### src/rtl/vga_timing_gen.sv
// Raster timing generator: pixel-rate divider, h/v counters, zero-skew sync/bright
// decode and a one-cycle frame strobe, all in the single clk domain.
module vga_timing_gen #(
    parameter int unsigned CLK_DIV     = 4,
    parameter int unsigned H_TOTAL     = 800,
    parameter int unsigned H_SYNC      = 96,
    parameter int unsigned H_ACT_START = 144,
    parameter int unsigned H_ACT_END   = 784,
    parameter int unsigned V_TOTAL     = 525,
    parameter int unsigned V_SYNC      = 2,
    parameter int unsigned V_ACT_START = 35,
    parameter int unsigned V_ACT_END   = 515
) (
    input  logic       clk,
    input  logic       rst,
    output logic       pix_tick,
    output logic [9:0] hCount,
    output logic [9:0] vCount,
    output logic       bright,
    output logic       hSync,
    output logic       vSync,
    output logic       frame_tick
);

    localparam int unsigned DIV_W = $clog2(CLK_DIV);
    localparam int unsigned CNT_W = 10;

    logic [DIV_W-1:0] div;
    logic [DIV_W-1:0] div_n;
    logic [CNT_W-1:0] h_n;
    logic [CNT_W-1:0] v_n;
    logic             wrap_c;

    // Next-state values; decode uses these so outputs line up with the counters.
    always_comb begin
        div_n  = (div == DIV_W'(CLK_DIV - 1)) ? '0 : div + DIV_W'(1);
        h_n    = hCount;
        v_n    = vCount;
        wrap_c = 1'b0;
        if (pix_tick) begin
            if (hCount == CNT_W'(H_TOTAL - 1)) begin
                h_n = '0;
                if (vCount == CNT_W'(V_TOTAL - 1)) begin
                    v_n    = '0;
                    wrap_c = 1'b1;
                end else begin
                    v_n = vCount + CNT_W'(1);
                end
            end else begin
                h_n = hCount + CNT_W'(1);
            end
        end
    end

    always_ff @(posedge clk) begin
        if (rst) begin
            div        <= '0;
            pix_tick   <= 1'b0;
            hCount     <= '0;
            vCount     <= '0;
            bright     <= 1'b0;
            hSync      <= 1'b0;
            vSync      <= 1'b0;
            frame_tick <= 1'b0;
        end else begin
            div        <= div_n;
            pix_tick   <= (div_n == DIV_W'(CLK_DIV - 1));
            hCount     <= h_n;
            vCount     <= v_n;
            hSync      <= !(h_n < CNT_W'(H_SYNC));
            vSync      <= !(v_n < CNT_W'(V_SYNC));
            bright     <= (h_n >= CNT_W'(H_ACT_START)) && (h_n < CNT_W'(H_ACT_END)) &&
                          (v_n >= CNT_W'(V_ACT_START)) && (v_n < CNT_W'(V_ACT_END));
            frame_tick <= wrap_c;
        end
    end

endmodule

### config.mk
export PLATFORM = sky130hd
export DESIGN_NAME = vga_timing_gen
export DESIGN_NICKNAME = d
export VERILOG_FILES = /design/src/rtl/vga_timing_gen.sv
export SDC_FILE = /design/constraint.sdc
export NUM_CORES = 1
export LEC_CHECK = 0
export BUFFER_PORTS_ARGS = -buffer_cell sky130_fd_sc_hd__buf_4
export CORE_ASPECT_RATIO = 1.5
export CORE_MARGIN = 8
export CORE_UTILIZATION = 55
export DETAILED_ROUTE_END_ITERATION = 8
export PLACE_DENSITY_LB_ADDON = 0.15
export SYNTH_ARGS = -nofsm -noshare
export SYNTH_HDL_FRONTEND = slang
export SYNTH_SLANG_ARGS = --single-unit
### constraint.sdc
create_clock -name clk -period 2.85 [get_ports clk]
set_input_delay 0.4275 -clock clk [delete_from_list [all_inputs] [get_ports clk]]
set_output_delay 0.4275 -clock clk [all_outputs]
set_load 0.02 [all_outputs]
# After elaboration in Yosys (flattened, before gate mapping)
# Cells that the tools add are included.
# totals
register_bits,27
inputBits,2
out_inout_bits,25
wordCells,36
# classes
n_addsub,3
n_lt_le_gt_ge,6
n_eq_ne,4
n_mux,7
n_bitwise,2
n_reduce_logical,6
# op_table
cell,count
$mux W10,5
$add A10 B1 Y10 const B,2
$eq A10 B10 Y1 const B,2
$lt A10 B10 Y1 const B,2
$ge A10 B6 Y1 const B,1
$ge A10 B8 Y1 const B,1
$lt A10 B2 Y1 const B,1
$lt A10 B7 Y1 const B,1
$eq A2 B2 Y1 const B,2
$logic_and A1 B1 Y1,3
$reduce_or A3 Y1,1
$add A2 B1 Y2 const B,1
$logic_not A1 Y1,2
$mux W2,1
$not A1 Y1,2
$mux W1,1

# Logic depth before layout (Yosys ltp)
# Gate-level depths: netlist (run 1).
# logic_depth
depth_word,7
mapped_depth,10
depth_no_buf,8

# Least setup slack after synthesis (run 1)
# No wires, ideal clock.
# synth_path
path_kind,register to register
startpoint,register hCount[0]
endpoint,register bright
t_arrival_ns,2.137
required_ns,2.732
slack_ns,0.595
stages_incl_launch_ff,10
synth_period_minus_slack_ns,2.255
cell_sequence,dfxtp_1 > ha_1 > and3_1 > buf_4 > nand4_1 > buf_6 > a2111oi_4 > nor2_1 > o311a_1 > o2111a_1
# synth_via
elab_chain_len,7
# synth_rtl
item,line_no,rtl
from (decl),17,"output logic [9:0] hCount,"
from (signal assigned),68,hCount <= h_n;
$add A10 B1 Y10 or $eq A10 B10 Y1 (tied branches),"50, 41",
$mux W10,41,if (hCount == CNT_W'(H_TOTAL - 1)) begin
$mux W10,40,if (pix_tick) begin
$ge A10 B8 Y1 or $lt A10 B10 Y1 (tied branches),72,bright <= (h_n >= CNT_W'(H_ACT_START)) && (h_n < CNT_W'(H_ACT_END)) &&
$logic_and A1 B1 Y1 (2 in series),72,
$logic_and A1 B1 Y1 *,73,(v_n >= CNT_W'(V_ACT_START)) && (v_n < CNT_W'(V_ACT_END));
to (signal assigned),72,
to (decl),19,"output logic bright,"
# Every way passes the cells marked *; elsewhere a longest branch is shown, timed or not.
# A chain may end at the register's enable or synchronous reset.

# Worst setup path in the final report (run 1)
# Same ends and word-level chain as after synthesis.

==> metrics.txt, run 1 <==
Yosys Warn Count=0; worst-path maximum fanout=11; final wirelength=3350 µm; run status=complete, no violations; chip width=58.8 µm; Die Area=4720 µm²; Starting Density=0.571; clock slew at reported path FFs=0.09 ns; Setup Fix Bufs, Post-CTS=0; gpl congestion=0.942; Max clock buf depth=2; Setup crit end kind=flop; largest net degree at the start of global routing=28; startpoint types=flop; Max-cap violations=0; P_leak=0.694 nW; final setup margin=0.412 ns; Yosys reg bits=27; EDFF count, synth=0; pwr dens=376 nW/µm²; arrival time at the worst endpoint=2.66 ns; GRT overflow=0; top_reg_cell synth=dfxtp_1; Post-DP Area=1690 µm²; Cell Area, Synth=1510 µm²; Setup Total Neg Slack=0 ns; TritonCTS Buffers=3; share of cells above drive strength 1=0.228; Final Hold Fails=0; Skew-Pair Late Insertion Delay=0.27 ns; HP Class=reg2reg; critical path class=reg2reg; Worst-Margin Slew=0.487 ns; RSZ-0062 raised after global routing=false; # clock sinks=27; average wire per standard cell=14.6 µm; CTS tree=done; First DRT Iteration DRCs=55; Final nets=201; Reg-to-Reg Start=hCount[0]$_SDFF_PP0_; H-tree Lvls=1; antenna cells=0; die height=80.2 µm; Worst slew margin=0.672; synth unique cells=51; Hold Crit Start=div[0]$_SDFF_PP0_; I/O Buffers=26; launch point of the worst path=hCount[0]$_SDFF_PP0_; Rows=23; most common cell after layout, fill and taps aside=buf_4; first-pass GRT wire length=5590 µm; Worst Path Required=3.07 ns; CTS Hold Bufs=0; dpl ws=0.468 ns; syn_area_per_cell=8.79 µm²; Final Critical Period=2.44 ns; Final setup violation count=0; commonest cells after routing, fill and taps aside=28 x buf_4, 27 x dfxtp_1, 19 x nor2_1; clock tree root buffer cell=clkbuf_8; post_cts resized=0; hpwl dp=2540 µm; total track usage=0.146; Syn Inst Count=172; Area growth syn-to-layout=15.0%; Final Cycle Share=0.855; IO Count=27; Seq/Total Area, Yosys=0.357; Max VDD drop=260 µV; syn_nets=179; Vias/cell=5.84; vias in the first global route=1253; Core ar.=2650 µm²; fin area=1740 µm²; initial antenna violation count=0; number of detailed-routing iterations run before antenna repair=4; DRC viols=0; Antenna Nets Post-Route=0; Post-synth ARST share=0; Fmax achieved=410 MHz; Slew Limit Fails=0; Clock Skew=0.00592 ns; Vias=1343
## final cells by class
cell class                      instances  area, µm²
Fill cell                             215        908
Timing Repair Buffer                   28        210
Tap cell                               37       46.3
Clock buffer                            3       41.3
Sequential cell                        27        541
Multi-Input combinational cell        128        873
Inverter                                6       22.5
Clock inverter                          1       5.00
## cell families after synthesis
group,after synthesis,synth area share
simple gates,77,0.275
fa+ha+maj,5,0.0414
compound gates,34,0.189
flops,27,0.357
mux,2,0.0141
buf+inv,17,0.0653
xor+xnor,10,0.0579
## flip-flops by register name (all words and copies together) (netlist names)
name and count:
bright 1, div 2, frame_tick 1, hCount 10
hSync 1, pix_tick 1, vCount 10, vSync 1
## cells in the mapped netlist (3+ instances only)
cell,n,share of area
ha_1,5,0.041
nor3_1,14,0.046
clkbuf_1,3,0.0074
dfxtp_1,27,0.36
xor2_1,5,0.029
xnor2_1,5,0.029
nand3_1,5,0.017
o21ai_0,7,0.023
buf_6,3,0.022
nor2_1,19,0.047
buf_4,3,0.015
nand4_1,5,0.021
a21oi_1,6,0.020
nand2_1,15,0.037
inv_1,6,0.015
## where the power goes
part	internal [mW]	leakage (nW)	total, mW	switching (mW)
Sequential	0.386	0.218	0.394	0.00815
Combinational	0.0204	0.451	0.0454	0.0251
Clock	0.0979	0.0255	0.215	0.117
Total	0.504	0.694	0.654	0.150
## per-stage QoR
| step | cells | hold WS, ns | power [mW] | util |
|---|---|---|---|---|
| floorplan | 172 | 0.425 | 0.434 | - |
| global placement | 226 | 0.436 | 0.446 | 0.639 |
| detailed placement | 226 | 0.456 | 0.449 | 0.639 |
| CTS | 230 | 0.471 | 0.661 | 0.657 |
| global route | 230 | 0.493 | 0.682 | 0.657 |
| finish | 230 | 0.466 | 0.654 | 0.657 |
## routing by layer
metal,up-vias,GRT usage,wire [µm]
li1,662,-,-
met1,642,0.158,1380
met2,33,0.253,1770
met3,6,0.0304,149
met4,0,0.0841,51
met5,-,0,0
## worst paths after layout
path                        to  slack (ns)  cells after the start
max          bright$_SDFF_PP0_        0.41                      8
min          div[0]$_SDFF_PP0_        0.47                      1
max reg2reg  bright$_SDFF_PP0_        0.41                      8
min reg2reg  div[0]$_SDFF_PP0_        0.47                      1
## critical path, stage by stage, from the launching register on
cell	delay, ns
dfxtp_1	0.40
ha_1	0.18
and3_1	0.29
nand4_1	0.28
buf_4	0.28
or3_1	0.37
o211ai_1	0.17
o311a_1	0.23
o2111a_1	0.19
(Power assumes the default switching activity.)
==> run 2: changes to the inputs <==
Settings changed: BUFFER_PORTS_ARGS -buffer_cell sky130_fd_sc_hd__buf_4 to -buffer_cell sky130_fd_sc_hd__buf_2.
==> run 2 against run 1 <==
Against the previous run:
- sequential cell count unchanged
- routed wire length is 2.8% lower
- non-clock buffer count did not move
- final cell count did not move
- worst setup slack got worse by 0.044 ns
- sequential power barely moved
- clock skew about the same
- die area unchanged
- first-iteration DRC count down 56%
- clock power is essentially flat
- global-route usage barely moved
- critical path type unchanged
- critical endpoint unchanged
==> metrics.txt, run 2 (synthesis results as in run 1) <==
run status=complete, no violations; Max-cap violations=0; Final nets=201; Hold Crit Start=div[0]$_SDFF_PP0_; gpl congestion=0.938; chip width=58.8 µm; Rows=23; Critical Path Max Stage Delay=0.40 ns; fin area=1670 µm²; number of detailed-routing iterations run before antenna repair=4; average wire per standard cell=14.2 µm; Clock Skew=0.00549 ns; M2 GR Usage=0.265; Final Critical Period=2.48 ns; Setup Fix Bufs, Post-CTS=0; P_leak=0.694 nW; hpwl dp=2530 µm; placed insts=226; RSZ-0062 raised after global routing=false; Starting Density=0.571; First DRT Iteration DRCs=24; critical path class=reg2reg; pwr dens=388 nW/µm²; DRC viols=0; Fmax achieved=403 MHz; startpoint types=flop; Max VDD drop=272 µV; final wirelength=3260 µm; final non-filler cell total=230; most common cell after layout, fill and taps aside=dfxtp_1; Vias/cell=5.79; antenna cells=0; # clock sinks=27; worst-path maximum fanout=7; CTS Hold Bufs=0; H-tree Lvls=1; worst-path cell chain=ha_1 > and3_1 > nand4_1 > buf_4 > or3_1 > o211ai_1 > o311a_1 > o2111a_1; Worst-Margin Slew=0.491 ns; Final Hold Fails=0; first-pass GRT wire length=5510 µm; Slew Limit Fails=0; Core ar.=2650 µm²; M1 GR Usage=0.147; Vias=1331; commonest cells after routing, fill and taps aside=27 x dfxtp_1, 26 x buf_2, 19 x nor2_1; GRT overflow=0; Worst slew margin=0.669; Antenna Nets Post-Route=0; Power Total=0.650 mW; CP max-delay cell=dfxtp_1; CTS tree=done; top flop regs=hCount: 10 flops, vCount: 10 flops, div: 2 flops; vias in the first global route=1279; Setup Total Neg Slack=0 ns; post_cts resized=0; clock slew at reported path FFs=0.08 ns; Die Area=4720 µm²; final setup margin=0.369 ns; TritonCTS Buffers=3; initial antenna violation count=0; share of cells above drive strength 1=0.223; Post-DP Area=1630 µm²; IO Count=27; Max clock buf depth=2; I/O Buffers=26; clock tree root buffer cell=clkbuf_8; Worst Path Required=3.07 ns; launch point of the worst path=hCount[0]$_SDFF_PP0_; Setup crit end kind=flop; largest net degree at the start of global routing=28; Area growth syn-to-layout=10.6%; HP Class=reg2reg; met3 usage=0.0399; die height=80.2 µm; arrival time at the worst endpoint=2.70 ns; total track usage=0.146; Final setup violation count=0; Final Cycle Share=0.871; gr busiest metal=met2; Skew-Pair Late Insertion Delay=0.27 ns; dpl ws=0.385 ns; Reg-to-Reg Start=hCount[0]$_SDFF_PP0_
[run 2: cell types whose count changed in the layout (fill, tap and decap cells not counted), sizes merged]
cell,previous run,this run
clkbuf,3,4
clkinv,1,0
[run 2: final cells by class]
cell class                 count  area [µm²]
sequential                    27         541
fill                         248         975
timing repair buffer          28         145
tap                           37        46.3
inverter                       6        22.5
clock buffer                   4        45.0
multi-input combinational    128         873
[run 2: critical path: cells and delay by family, from the launching register on]
family,cells,cell delay [ns]
AO/OA/AOI/OAI,3,0.57
adder cells (fa/ha/maj),1,0.18
buffers and inverters,1,0.28
flip-flops,1,0.40
AND/OR/NAND/NOR,3,0.99
[run 2: metal layers]
layer | up-vias | share of wire
met5 | - | 0
met4 | 0 | 0.025
met3 | 9 | 0.062
met2 | 40 | 0.52
met1 | 617 | 0.39
li1 | 665 | -
[run 2: worst paths after layout]
| path | endpoint | slack (ns) | depth (start not counted) |
|---|---|---|---|
| worst max-delay path | bright$_SDFF_PP0_ | 0.37 | 8 |
| worst min-delay path | div[0]$_SDFF_PP0_ | 0.47 | 1 |
| worst max register to register | bright$_SDFF_PP0_ | 0.37 | 8 |
| worst min register to register | div[0]$_SDFF_PP0_ | 0.47 | 1 |
[run 2: per-stage QoR]
stage | hold slack [ns] | util
after detailed placement | 0.459 | 0.615
after floorplan | 0.425 | -
after CTS | 0.472 | 0.632
after global placement | 0.433 | 0.615
after global routing | 0.493 | 0.632
final | 0.466 | 0.632
[run 2: power by group]
group / internal [mW] / total (mW) / switching [mW]
combinational: 0.0172 / 0.0415 / 0.0243
sequential: 0.385 / 0.394 / 0.00824
clock: 0.100 / 0.215 / 0.114
total: 0.503 / 0.650 / 0.147
==> run 3: changes to the inputs <==
Settings changed: CELL_PAD_IN_SITES_DETAIL_PLACEMENT from default to 1, CELL_PAD_IN_SITES_GLOBAL_PLACEMENT from default to 2, CORE_UTILIZATION 55 to 33.
==> run 3 against run 2 <==
Against the previous run:
- routed wire length is 25% higher
- fmax down 2.3%
- global-route usage is 2.7 points lower
- non-clock buffer count up 2
==> metrics.txt, run 3 (synthesis results as in run 1) <==
run status=complete, no violations; critical path class=reg2reg; Setup Total Neg Slack=0 ns; RSZ-0062 raised after global routing=false; P_leak=0.705 nW; worst-path cell chain=ha_1 > and3_1 > and4_1 > o221ai_2 > a211o_1 > o311a_1 > o2111a_1; arrival time at the worst endpoint=2.71 ns; share of cells above drive strength 1=0.231; vias in the first global route=1419; final non-filler cell total=243; largest net degree at the start of global routing=28; Antenna Nets Post-Route=0; dpl ws=0.287 ns; Max-cap violations=0; Final nets=203; initial antenna violation count=0; die height=98.9 µm; First DRT Iteration DRCs=38; clock slew at reported path FFs=0.09 ns; DRC viols=0; top flop regs=hCount: 10 flops, vCount: 10 flops, div: 2 flops; IO Count=27; Rows=30; HP Class=reg2reg; I/O Buffers=26; CTS Hold Bufs=0; final wirelength=4080 µm; Worst slew margin=0.638; final setup margin=0.310 ns; commonest cells after routing, fill and taps aside=27 x dfxtp_1, 26 x buf_2, 19 x nor2_1; Power Total=0.657 mW; Worst-Margin Slew=0.543 ns; antenna cells=0; first-pass GRT wire length=6820 µm; Core ar.=4470 µm²; startpoint types=flop; Starting Density=0.339; # clock sinks=27; Setup crit end kind=flop; chip width=71.3 µm; Vias/cell=5.52; Area growth syn-to-layout=12.5%; most common cell after layout, fill and taps aside=dfxtp_1; CP max-delay cell=and4_1; Max VDD drop=157 µV; number of detailed-routing iterations run before antenna repair=4; Worst Path Required=3.02 ns; gpl congestion=0.766; clock tree root buffer cell=clkbuf_8; Final Hold Fails=0; Vias=1342; post_cts resized=0; Die Area=7050 µm²; worst path bufs/invs=0; average wire per standard cell=16.8 µm; Final Cycle Share=0.891; pwr dens=386 nW/µm²; Skew-Pair Late Insertion Delay=0.27 ns; TritonCTS Buffers=3; Fmax achieved=394 MHz; Setup Fix Bufs, Post-CTS=0; Final Critical Period=2.54 ns; Slew Limit Fails=0; GRT overflow=0; hpwl dp=3170 µm; Final setup violation count=0; Max clock buf depth=2; Clock Skew=0.00183 ns; placed insts=239; Critical Path Max Stage Delay=0.53 ns; total track usage=0.120; Min Hold Slack=0.477 ns; CP top delay family=compound AO/OA/AOI/OAI gates; worst-path maximum fanout=10; CTS tree=done; H-tree Lvls=1
[run 3: changes by cell type in the layout (fill, tap and decap cells not counted), sizes merged]
cell  delta
buf      +2
[run 3: layout make-up]
class | count | area [µm²]
clock buffers | 4 | 45.0
fillers | 542 | 2770
inverters | 6 | 22.5
multi-input cells | 128 | 873
flip-flops and latches | 27 | 541
well taps | 48 | 60.1
repair buffers | 30 | 160
[run 3: metal layers]
| layer | track usage | part of all wire | vias to the layer above |
|---|---|---|---|
| met5 | 0 | 0 | - |
| met4 | 0.0531 | 0.025 | 0 |
| met3 | 0.0285 | 0.038 | 9 |
| met2 | 0.236 | 0.55 | 21 |
| met1 | 0.110 | 0.38 | 648 |
| li1 | - | - | 664 |
[run 3: power breakdown]
group | leakage (nW) | total, mW | switching (mW) | internal (mW)
clock network | 0.0228 | 0.220 | 0.120 | 0.100
logic | 0.464 | 0.0430 | 0.0256 | 0.0174
registers | 0.218 | 0.394 | 0.00880 | 0.386
total | 0.705 | 0.657 | 0.154 | 0.503
[run 3: path summary, 6_finish.rpt]
path                            slack [ns]  cells after the start            startpoint                 to
worst max-delay path                  0.31                      7  hCount[0]$_SDFF_PP0_  bright$_SDFF_PP0_
worst min-delay path                  0.48                      1     div[0]$_SDFF_PP0_  div[0]$_SDFF_PP0_
worst max register to register        0.31                      7  hCount[0]$_SDFF_PP0_  bright$_SDFF_PP0_
worst min register to register        0.48                      1     div[0]$_SDFF_PP0_  div[0]$_SDFF_PP0_
[run 3: per-stage QoR]
stage	area, µm²	util
floorplan	1510	-
global placement	1660	0.371
detailed placement	1660	0.371
CTS	1700	0.381
global route	1700	0.381
finish	1700	0.381
